**config.mk**
```make
export PLATFORM = sky130hd
export DESIGN_NAME = serial_word_feeder
export DESIGN_NICKNAME = d
export VERILOG_FILES = /design/src/rtl/serial_word_feeder.sv
export SDC_FILE = /design/constraint.sdc
export NUM_CORES = 1
export LEC_CHECK = 0
export ABC_AREA = 1
export CORE_MARGIN = 3
export CORE_UTILIZATION = 40
export DETAILED_ROUTE_END_ITERATION = 7
export HOLD_SLACK_MARGIN = 0.08
export PLACE_DENSITY_LB_ADDON = 0.1
export SYNTH_ARGS = -nofsm -noshare
export SYNTH_HDL_FRONTEND = slang
export SYNTH_SLANG_ARGS = --single-unit
```
**constraint.sdc**
```tcl
create_clock -name t_clk -period 1.23 [get_ports t_clk]
set_input_delay 0.246 -clock t_clk [delete_from_list [all_inputs] [get_ports t_clk]]
set_output_delay 0.246 -clock t_clk [all_outputs]
set_load 0.005 [all_outputs]
```
**src/rtl/serial_word_feeder.sv**
```systemverilog
// Parallel-in, LSB-first serial-out feeder for the bit-serial two's-complement inverter.
// Define SERIAL_FEEDER_WORD_CNT_EN to build the 16-bit completed-word counter.
module serial_word_feeder #(
    parameter int WIDTH = 8
) (
    input  logic             t_clk,
    input  logic             r,
    input  logic [WIDTH-1:0] din,
    input  logic             din_valid,
    output logic             din_ready,
    output logic             i_out,
    output logic             fr,
    output logic             busy,
    output logic             last,
    output logic [15:0]      word_cnt
);
    localparam int CW = $clog2(WIDTH);
    localparam logic [CW-1:0] CNT_LAST = CW'(WIDTH - 1);

    typedef enum logic {IDLE, SHIFT} state_t;

    state_t           state, state_d;
    logic [WIDTH-1:0] sr, sr_d;
    logic [CW-1:0]    cnt, cnt_d;

    always_ff @(posedge t_clk or negedge r) begin
        if (!r) begin
            state <= IDLE;
            sr    <= '0;
            cnt   <= '0;
        end else begin
            state <= state_d;
            sr    <= sr_d;
            cnt   <= cnt_d;
        end
    end

    always_comb begin
        state_d = state;
        sr_d    = sr;
        cnt_d   = cnt;
        case (state)
            IDLE: begin
                if (din_valid) begin
                    state_d = SHIFT;
                    sr_d    = din;
                    cnt_d   = '0;
                end
            end
            SHIFT: begin
                sr_d  = sr >> 1;
                cnt_d = cnt + CW'(1);
                if (cnt == CNT_LAST) begin
                    state_d = IDLE;
                    cnt_d   = '0;
                end
            end
            default: state_d = IDLE;
        endcase
    end

    // Every output is a pure decode of registers, so the inverter sees clean bits.
    assign din_ready = (state == IDLE);
    assign fr        = (state == IDLE);
    assign busy      = (state == SHIFT);
    assign i_out     = (state == SHIFT) ? sr[0] : 1'b0;
    assign last      = (state == SHIFT) && (cnt == CNT_LAST);

`ifdef SERIAL_FEEDER_WORD_CNT_EN
    logic [15:0] word_cnt_q;

    always_ff @(posedge t_clk or negedge r) begin
        if (!r)
            word_cnt_q <= '0;
        else if (state == SHIFT && cnt == CNT_LAST)
            word_cnt_q <= word_cnt_q + 16'd1;
    end

    assign word_cnt = word_cnt_q;
`else
    assign word_cnt = 16'h0000;
`endif

endmodule

```
==> Yosys cells after proc, flatten, opt, wreduce, memory -nomap -nowiden <==
Index checks and enable logic that the tools add are counted.
{ "word_totals": {"reg_bits": 12, "latchBits": 0, "ramBits": 0, "rom_bits": 0, "inputBits": 11, "out_inout_bits": 21, "word_cells": 17, "mem_count": 0} }
{ "classes": {"addsub": 1, "n_mul": 0, "n_div": 0, "n_lt_le_gt_ge": 0, "eq_ne": 2, "shift": 0, "mux": 9, "bitwise": 1, "n_reduce_logical": 1} }
{ "ops": {"columns": ["operator", "n"], "rows": [
  ["$pmux W8 S2", 1],
  ["$mux W8", 1],
  ["$mux W3", 2],
  ["$pmux W3 S2", 1],
  ["$add A3 B1 Y3 const B", 1],
  ["$eq A3 B3 Y1 const B", 1],
  ["$mux W1", 3],
  ["$ne A2 B2 Y1 const B", 1],
  ["$pmux W1 S2", 1],
  ["$logic_and A1 B1 Y1", 1],
  ["$not A1 Y1", 1]
]} }

==> Logic depth before layout (Yosys ltp) <==
Gate-level depths: netlist of the first run.
{ "depth": {"ltp_word": 3, "ltp_mapped": 5, "ltp_nobuf": 5} }

==> Worst setup path before layout of the first run <==
OpenSTA, ideal clock, no wires.
{ "synth_timing": {"kind": "reg-to-output", "start": "register cnt[0]", "end": "output last", "t_arrival_ns": 0.869, "required_time_ns": 0.984, "setup_slack_ns": 0.115, "stages_incl_launch_ff": 5, "path_buffers": 0, "path_cell_list": "dfrtp_1 > ha_1 > ha_1 > nand2_1 > inv_1"} }
{ "synth_via": {"elab_chain_len": 2} }
{ "synth_lines": {"columns": ["element", "line_no", "source"], "rows": [
  ["start, declared", "24", "logic [CW-1:0] cnt, cnt_d;"],
  ["start signal, assigned", "34", "cnt <= cnt_d;"],
  ["$eq A3 B3 Y1", "67", "assign last = (state == SHIFT) && (cnt == CNT_LAST);"],
  ["$logic_and A1 B1 Y1", "67", null],
  ["end, declared", "14", "output logic last,"]
]} }
No other way between the ends.

==> Final worst setup path of the first run <==
Same ends and word-level chain as after synthesis.

==> results of run 1 <==
==> cell type report <==
type	instances	area (sq um)
flip-flops and latches	12	302
clock buffers	3	22.5
repair buffers	30	285
inverters	3	13.8
multi-input cells	63	343
fillers	160	616
well taps	24	30.0
==> cells by family after synthesis <==
logic type | Yosys count | share of synthesized area, %
fa+ha+maj | 2 | 3.38
buf+inv | 23 | 23.3
flops | 12 | 40.6
other cells | 1 | 0.507
simple gates | 45 | 32.2
==> critical path, stage by stage (launching register included) <==
cell	delay (ns)
dfrtp_1	0.39
ha_2	0.21
ha_4	0.16
nand2_2	0.05
inv_2	0.04
buf_6	0.10
==> power breakdown <==
part	total [uW]	switching (uW)	internal [uW]
registers	678	117	561
logic	1130	491	640
clock network	233	119	113
total	2040	727	1310
==> routing by layer <==
layer	vias up	global-route usage (%)	wire, um
li1	285	-	-
met1	263	13.6	575
met2	19	18.6	723
met3	2	6.12	113
met4	0	2.84	6
met5	-	0	0
==> cells in the final DEF, fill, tap and decap left out <==
cell type	count
buf_12	1
nand3_2	5
nand2_2	8
inv_2	1
conb_1	16
inv_1	1
clkdlybuf4s50_1	10
nor2_1	1
clkdlybuf4s15_1	1
buf_4	11
clkbuf_4	3
nor2_4	1
ha_4	1
buf_6	6
nor2_2	1
ha_2	1
nand3_1	10
dfrtp_2	1
inv_4	1
buf_2	1
nand2_1	19
dfrtp_1	11
==> state kept, by name, summed over array words and instances (netlist names) <==
signal,count
busy,1
cnt,3
sr,8
==> repair_timing <==
action	in CTS	in global routing
buffers inserted	5	3
pin swaps	3	3
setup endpoints to repair	5	17
gates resized for setup	24	8
==> cell usage after synthesis <==
library cell  instances
nor2_1                1
nand3_2               5
inv_2                 1
nand2_2               6
buf_6                 3
nand3_1              10
nor2_2                1
conb_1                1
ha_1                  2
nand2_1              21
buf_4                17
dfrtp_1              12
inv_1                 2
nor2_4                1
==> through the flow <==
step | cells | util [%]
5_1_grt | 135 | 61.8
3_5_place_dp | 124 | 53.8
3_3_place_gp | 124 | 53.8
2_1_floorplan | 98 | -
6_report | 135 | 61.8
4_1_cts | 132 | 58.0
==> final timing paths <==
kind                         end  slack (ns)
setup / recovery            last       -0.23
hold / removal             sr[6]        0.27
setup reg to reg           sr[5]        0.08
hold reg to reg            sr[7]        0.48
max in group asynchronous   busy        0.78
min in group t_clk         sr[7]        0.48
==> metrics.md, run 1 <==
| Metric | Value |
|---|---|
| Num Clock Sinks | 12 |
| Nets | 126 |
| Seq/Total Area, Yosys | 40.6% |
| Power Density | 2050 mW/mm^2 |
| Die area | 0.00240 sq mm |
| Via/cell ratio | 4.21 |
| Worst setup EP type | output port |
| Worst min path class | in2async |
| Area Growth Syn to Fin | 34.7% |
| Synth area leaders | dfrtp_1, buf_4, nand2_1 |
| Clk root buf | clkbuf_4 |
| CTS tree | yes |
| GPL Wtd Cong | 0.715 |
| DR pass1 iterations | 3 |
| DR iter-0 viols | 2 |
| Via count | 569 |
| WHS | 0.271 ns |
| Chip height | 49.0 um |
| CP Data Arrival Time | 1.21 ns |
| Die Wd | 49.0 um |
| Vias in the first global route | 471 |
| Setup slack at placement | -0.296 ns |
| I/O pin total | 32 |
| Final period utilization | 119% |
| Layout cell share with drive strength beyond 1 | 37.8% |
| Mapped cell area | 739 sq um |
| Setup CP Type | reg2out |
| Status | finished, violations left |
| Antenna-violating nets left | 0 |
| N_diodes | 0 |
| Number of synthesized register bits | 12 |
| Dpl cell area | 867 sq um |
| CTS Buf Count | 3 |
| Final max-slew violation count | 0 |
| Clock Path Buffers | 2 |
| RSZ-0062 raised after global routing | true |
| Post-synthesis cell type count | 14 |
| Setup violations, final | 3 |
| Initial antenna violation count | 0 |
| Max Freq | 685 MHz |
| Failing checks | setup timing |
| Worst setup margin | -0.230 ns |
| Grt total ovfl | 0 |
| WP data required | 0.98 ns |
| Global Route Usage Sum | 11.6% |
| Effective utilization at floorplan | 45.9% |
| Final Power | 2040 uW |
| Final Hold Vio Count | 0 |
| CP Launch Type | flop |
| Synth top area share | 40.6% |
| Core ar. | 0.00161 sq mm |
| CP Max Fanout | 2 |
| Pin count of the biggest net entering global routing | 13 |
| Clk_lat worst skew | 0.27 ns |
| Htree depth | 1 |
| First-pass GRT wire length | 2150 um |
| Leakage | 0.000536 uW |
| Largest area contributor in the netlist | dfrtp_1 |
| Synth warn | 0 |
| Final instance area | 996 sq um |
| # hold bufs at CTS | 0 |
| Number of port buffers | 15 |
| Clk pin slew, worst setup/hold paths | 0.07 ns |
| Detailed Place HPWL | 974 um |
| # rows | 14 |
| Gate Count Post-Synth | 83 |
| Avg Inst Size Synth | 8.91 sq um |
| Residual DRC | 0 |
| Reg2reg path depth | 6 |
| Final Skew | 0.00187 ns |
| Post-Route WL | 1420 um |
| Crit path time final | 1.46 ns |
| Critical path origin | cnt[0] |
| Number of max-cap violations | 0 |
| Wirelength per Cell | 10.5 um |
| Reg2reg start | busy |
| Max VDD drop | 1.02 mV |
| TNS Setup | -0.328 ns |
(Power assumes the default switching activity.)
==> run 2: changes to the inputs <==
==> constraint.sdc (replaced) <==
create_clock -name t_clk -period 1.7 [get_ports t_clk]
set_input_delay 0.255 -clock t_clk [delete_from_list [all_inputs] [get_ports t_clk]]
set_output_delay 0.255 -clock t_clk [all_outputs]
set_load 0.005 [all_outputs]
==> metrics.md, run 2 (synthesized netlist as in run 1, its figures left out) <==
| Metric | Value |
|---|---|
| Worst setup EP type | output port (unchanged) |
| Final max-slew violation count | 0 (unchanged) |
| Filler Cell Count | 164 (was 160) |
| Final Hold Vio Count | 0 (unchanged) |
| CTS Buf Count | 3 (unchanged) |
| TNS Setup | 0 ns (was -0.328 ns) |
| Initial antenna violation count | 0 (unchanged) |
| Crit-path cells | inv_4 -> clkdlybuf4s50_1 (was ha_2 -> ha_4 -> nand2_2 -> inv_2 -> buf_6) |
| Antenna-violating nets left | 0 (unchanged) |
| Num Clock Sinks | 12 (unchanged) |
| Switch share | 35.9% (was 35.6%) |
| Crit path max-delay family | buffers and inverters (was flip-flops) |
| GPL Wtd Cong | 0.748 (was 0.715) |
| CTS tree | yes (unchanged) |
| Clk root buf | clkbuf_4 (unchanged) |
| Combinational Power Share | 44.2% (was 55.4%) |
| Via count | 525 (was 569) |
| DR pass1 iterations | 4 (was 3) |
| N_diodes | 0 (unchanged) |
| Final instance area | 887 sq um (was 996 sq um) |
| Internal cell power | 823 uW (was 1310 uW) |
| Via/cell ratio | 4.20 (was 4.21) |
| Setup CP Type | reg2out (unchanged) |
| CP max stage cell | clkdlybuf4s50_1 (was dfrtp_1) |
| Clk pwr share | 17.6% (was 11.4%) |
| Slew @ Worst Pin | 0.554 ns |
| Clk_lat worst skew | 0.27 ns (about the same) |
| Power Density | 1450 mW/mm^2 (was 2050 mW/mm^2) |
| Die Wd | 49.0 um (unchanged) |
| Dpl cell area | 837 sq um (was 867 sq um) |
| I/O pin total | 32 (unchanged) |
| WHS | 0.342 ns (was 0.271 ns) |
| RSZ-0062 raised after global routing | false (was true) |
| Reg2reg start | busy (unchanged) |
| Area Growth Syn to Fin | 20.0% (was 34.7%) |
| Global Route Usage Sum | 10.7% (was 11.6%) |
| Reg2reg path depth | 4 (was 6) |
| CP peak stage delay | 0.52 ns (was 0.39 ns) |
| Effective utilization at floorplan | 45.9% (unchanged) |
| Setup violations, final | 0 (was 3) |
| Leakage | 0.000475 uW (was 0.000536 uW) |
| Final period utilization | 95.4% |
| CP Data Arrival Time | 1.37 ns (was 1.21 ns) |
| CP Launch Type | flop (unchanged) |
| Grt total ovfl | 0 (unchanged) |
| Worst min path class | in2async (unchanged) |
| Sequential Power Share | 38.2% (was 33.2%) |
| CP Max Fanout | 10 (was 2) |
| Max Freq | 616 MHz |
| DR iter-0 viols | 3 (was 2) |
| GRT met3 Usage | 2.14% (was 6.12%) |
| Detailed Place HPWL | 931 um (was 974 um) |
| Number of port buffers | 15 (unchanged) |
| Residual DRC | 0 (unchanged) |
| Layout cell share with drive strength beyond 1 | 23.8% (was 37.8%) |
| RR Endpoint | sr[0] (was sr[5]) |
| Post-placement cell count | 120 (was 124) |
| Final Skew | 0.00117 ns (was 0.00187 ns) |
| Number of max-cap violations | 0 (unchanged) |
| Most common cell after layout, fill and taps aside | nand2_1 (unchanged) |
| Core ar. | 0.00161 sq mm (unchanged) |
| Die area | 0.00240 sq mm (unchanged) |
| Final Power | 1280 uW (was 2040 uW) |
| Max VDD drop | 0.673 mV (was 1.02 mV) |
| Post-Route WL | 1240 um (was 1420 um) |
| Commonest non-fill, non-tap cells in the layout | nand2_1, conb_1, clkdlybuf4s50_1 (was nand2_1, conb_1, dfrtp_1, buf_4) |
| Clock Path Buffers | 2 (unchanged) |
| Pin count of the biggest net entering global routing | 13 (unchanged) |
| First-pass GRT wire length | 2030 um (was 2150 um) |
| Status | finished clean (was finished, violations left) |
| Most Crowded Layer GR | met2 (unchanged) |
| Final std cells w/o fill | 125 (was 135) |
| Met1 usage | 14.3% (was 13.6%) |
| Clk pin slew, worst setup/hold paths | 0.08 ns (was 0.07 ns) |
| Crit path time final | 1.62 ns |
| Worst R2R Setup Slack | 0.51 ns (was 0.08 ns) |
| Wirelength per Cell | 9.94 um (was 10.5 um) |
| WP data required | 1.44 ns (was 0.98 ns) |
| Chip height | 49.0 um (unchanged) |
| Nets | 115 (was 126) |
| Buf/Inv on CP | 2 (unchanged) |
| Vias in the first global route | 471 (unchanged) |
| Relative slew margins | 62.9% |
| # rows | 14 (unchanged) |
| Net Sw Power | 461 uW (was 727 uW) |
| Most flops, register | sr (unchanged) |
| GRT met2 Usage | 16.3% (was 18.6%) |
| Htree depth | 1 (unchanged) |
| Largest register FFs | 8 (unchanged) |
==> run 2: changes by cell type in the layout (fill, tap and decap cells not counted), sizes merged <==
cell	change
buf	-15
clkdlybuf4s50	+4
clkbuf	+1
==> run 2: power groups by stage <==
stage / Clock [uW] / Combinational [uW] / Sequential, uW
detailed placement: 0 / 553 / 492
CTS: 239 / 574 / 488
global placement: 0 / 543 / 491
floorplan: 0 / 393 / 486
finish: 226 / 567 / 490
global route: 256 / 635 / 501
==> run 2: cell type report <==
cell class	instances	area, sq um	area share (%)
clock buffers	4	36.3	4.09
inverters	3	13.8	1.55
multi-input cells	63	325	36.7
flip-flops and latches	12	302	34.0
well taps	24	30.0	3.39
repair buffers	19	180	20.3
==> run 2: timing repair <==
action / CTS / global route
setup buffers: 1 / 0
resized for setup: 2 / 3
hold buffers: 0 / 0
endpoints found under the setup margin: 3 / 3
pin swaps: 0 / 0
==> run 2: routing by layer <==
metal	vias up	part of all wire [%]	wire length [um]
met5	-	0	0
met4	0	0.56	7
met3	2	6.5	81
met2	16	48	601
met1	242	44	551
li1	265	-	-
==> run 2: worst max path at each step <==
stage / startpoint / endpoint / slack [ns] / cells after the start
2_1_floorplan: cnt[0] / last / 0.58 / 4
3_3_place_gp: cnt[0] / last / 0.14 / 5
3_5_place_dp: cnt[0] / last / 0.13 / 5
4_1_cts: busy / din_ready / 0.02 / 2
5_1_grt: busy / din_ready / 0.02 / 2
6_report: busy / din_ready / 0.08 / 2
==> run 2: stage by stage <==
stage | util, % | setup slack, ns
2_1_floorplan | - | 0.576
3_3_place_gp | 51.9 | 0.139
3_5_place_dp | 51.9 | 0.125
4_1_cts | 54.7 | 0.0213
5_1_grt | 55.0 | 0.0160
6_report | 55.0 | 0.0779
==> run 3: changes to the inputs <==
Settings changed: CTS_CLUSTER_DIAMETER set to 60.
==> results of run 3 <==
Final layout, timing and power as in run 2 (identical DEF).
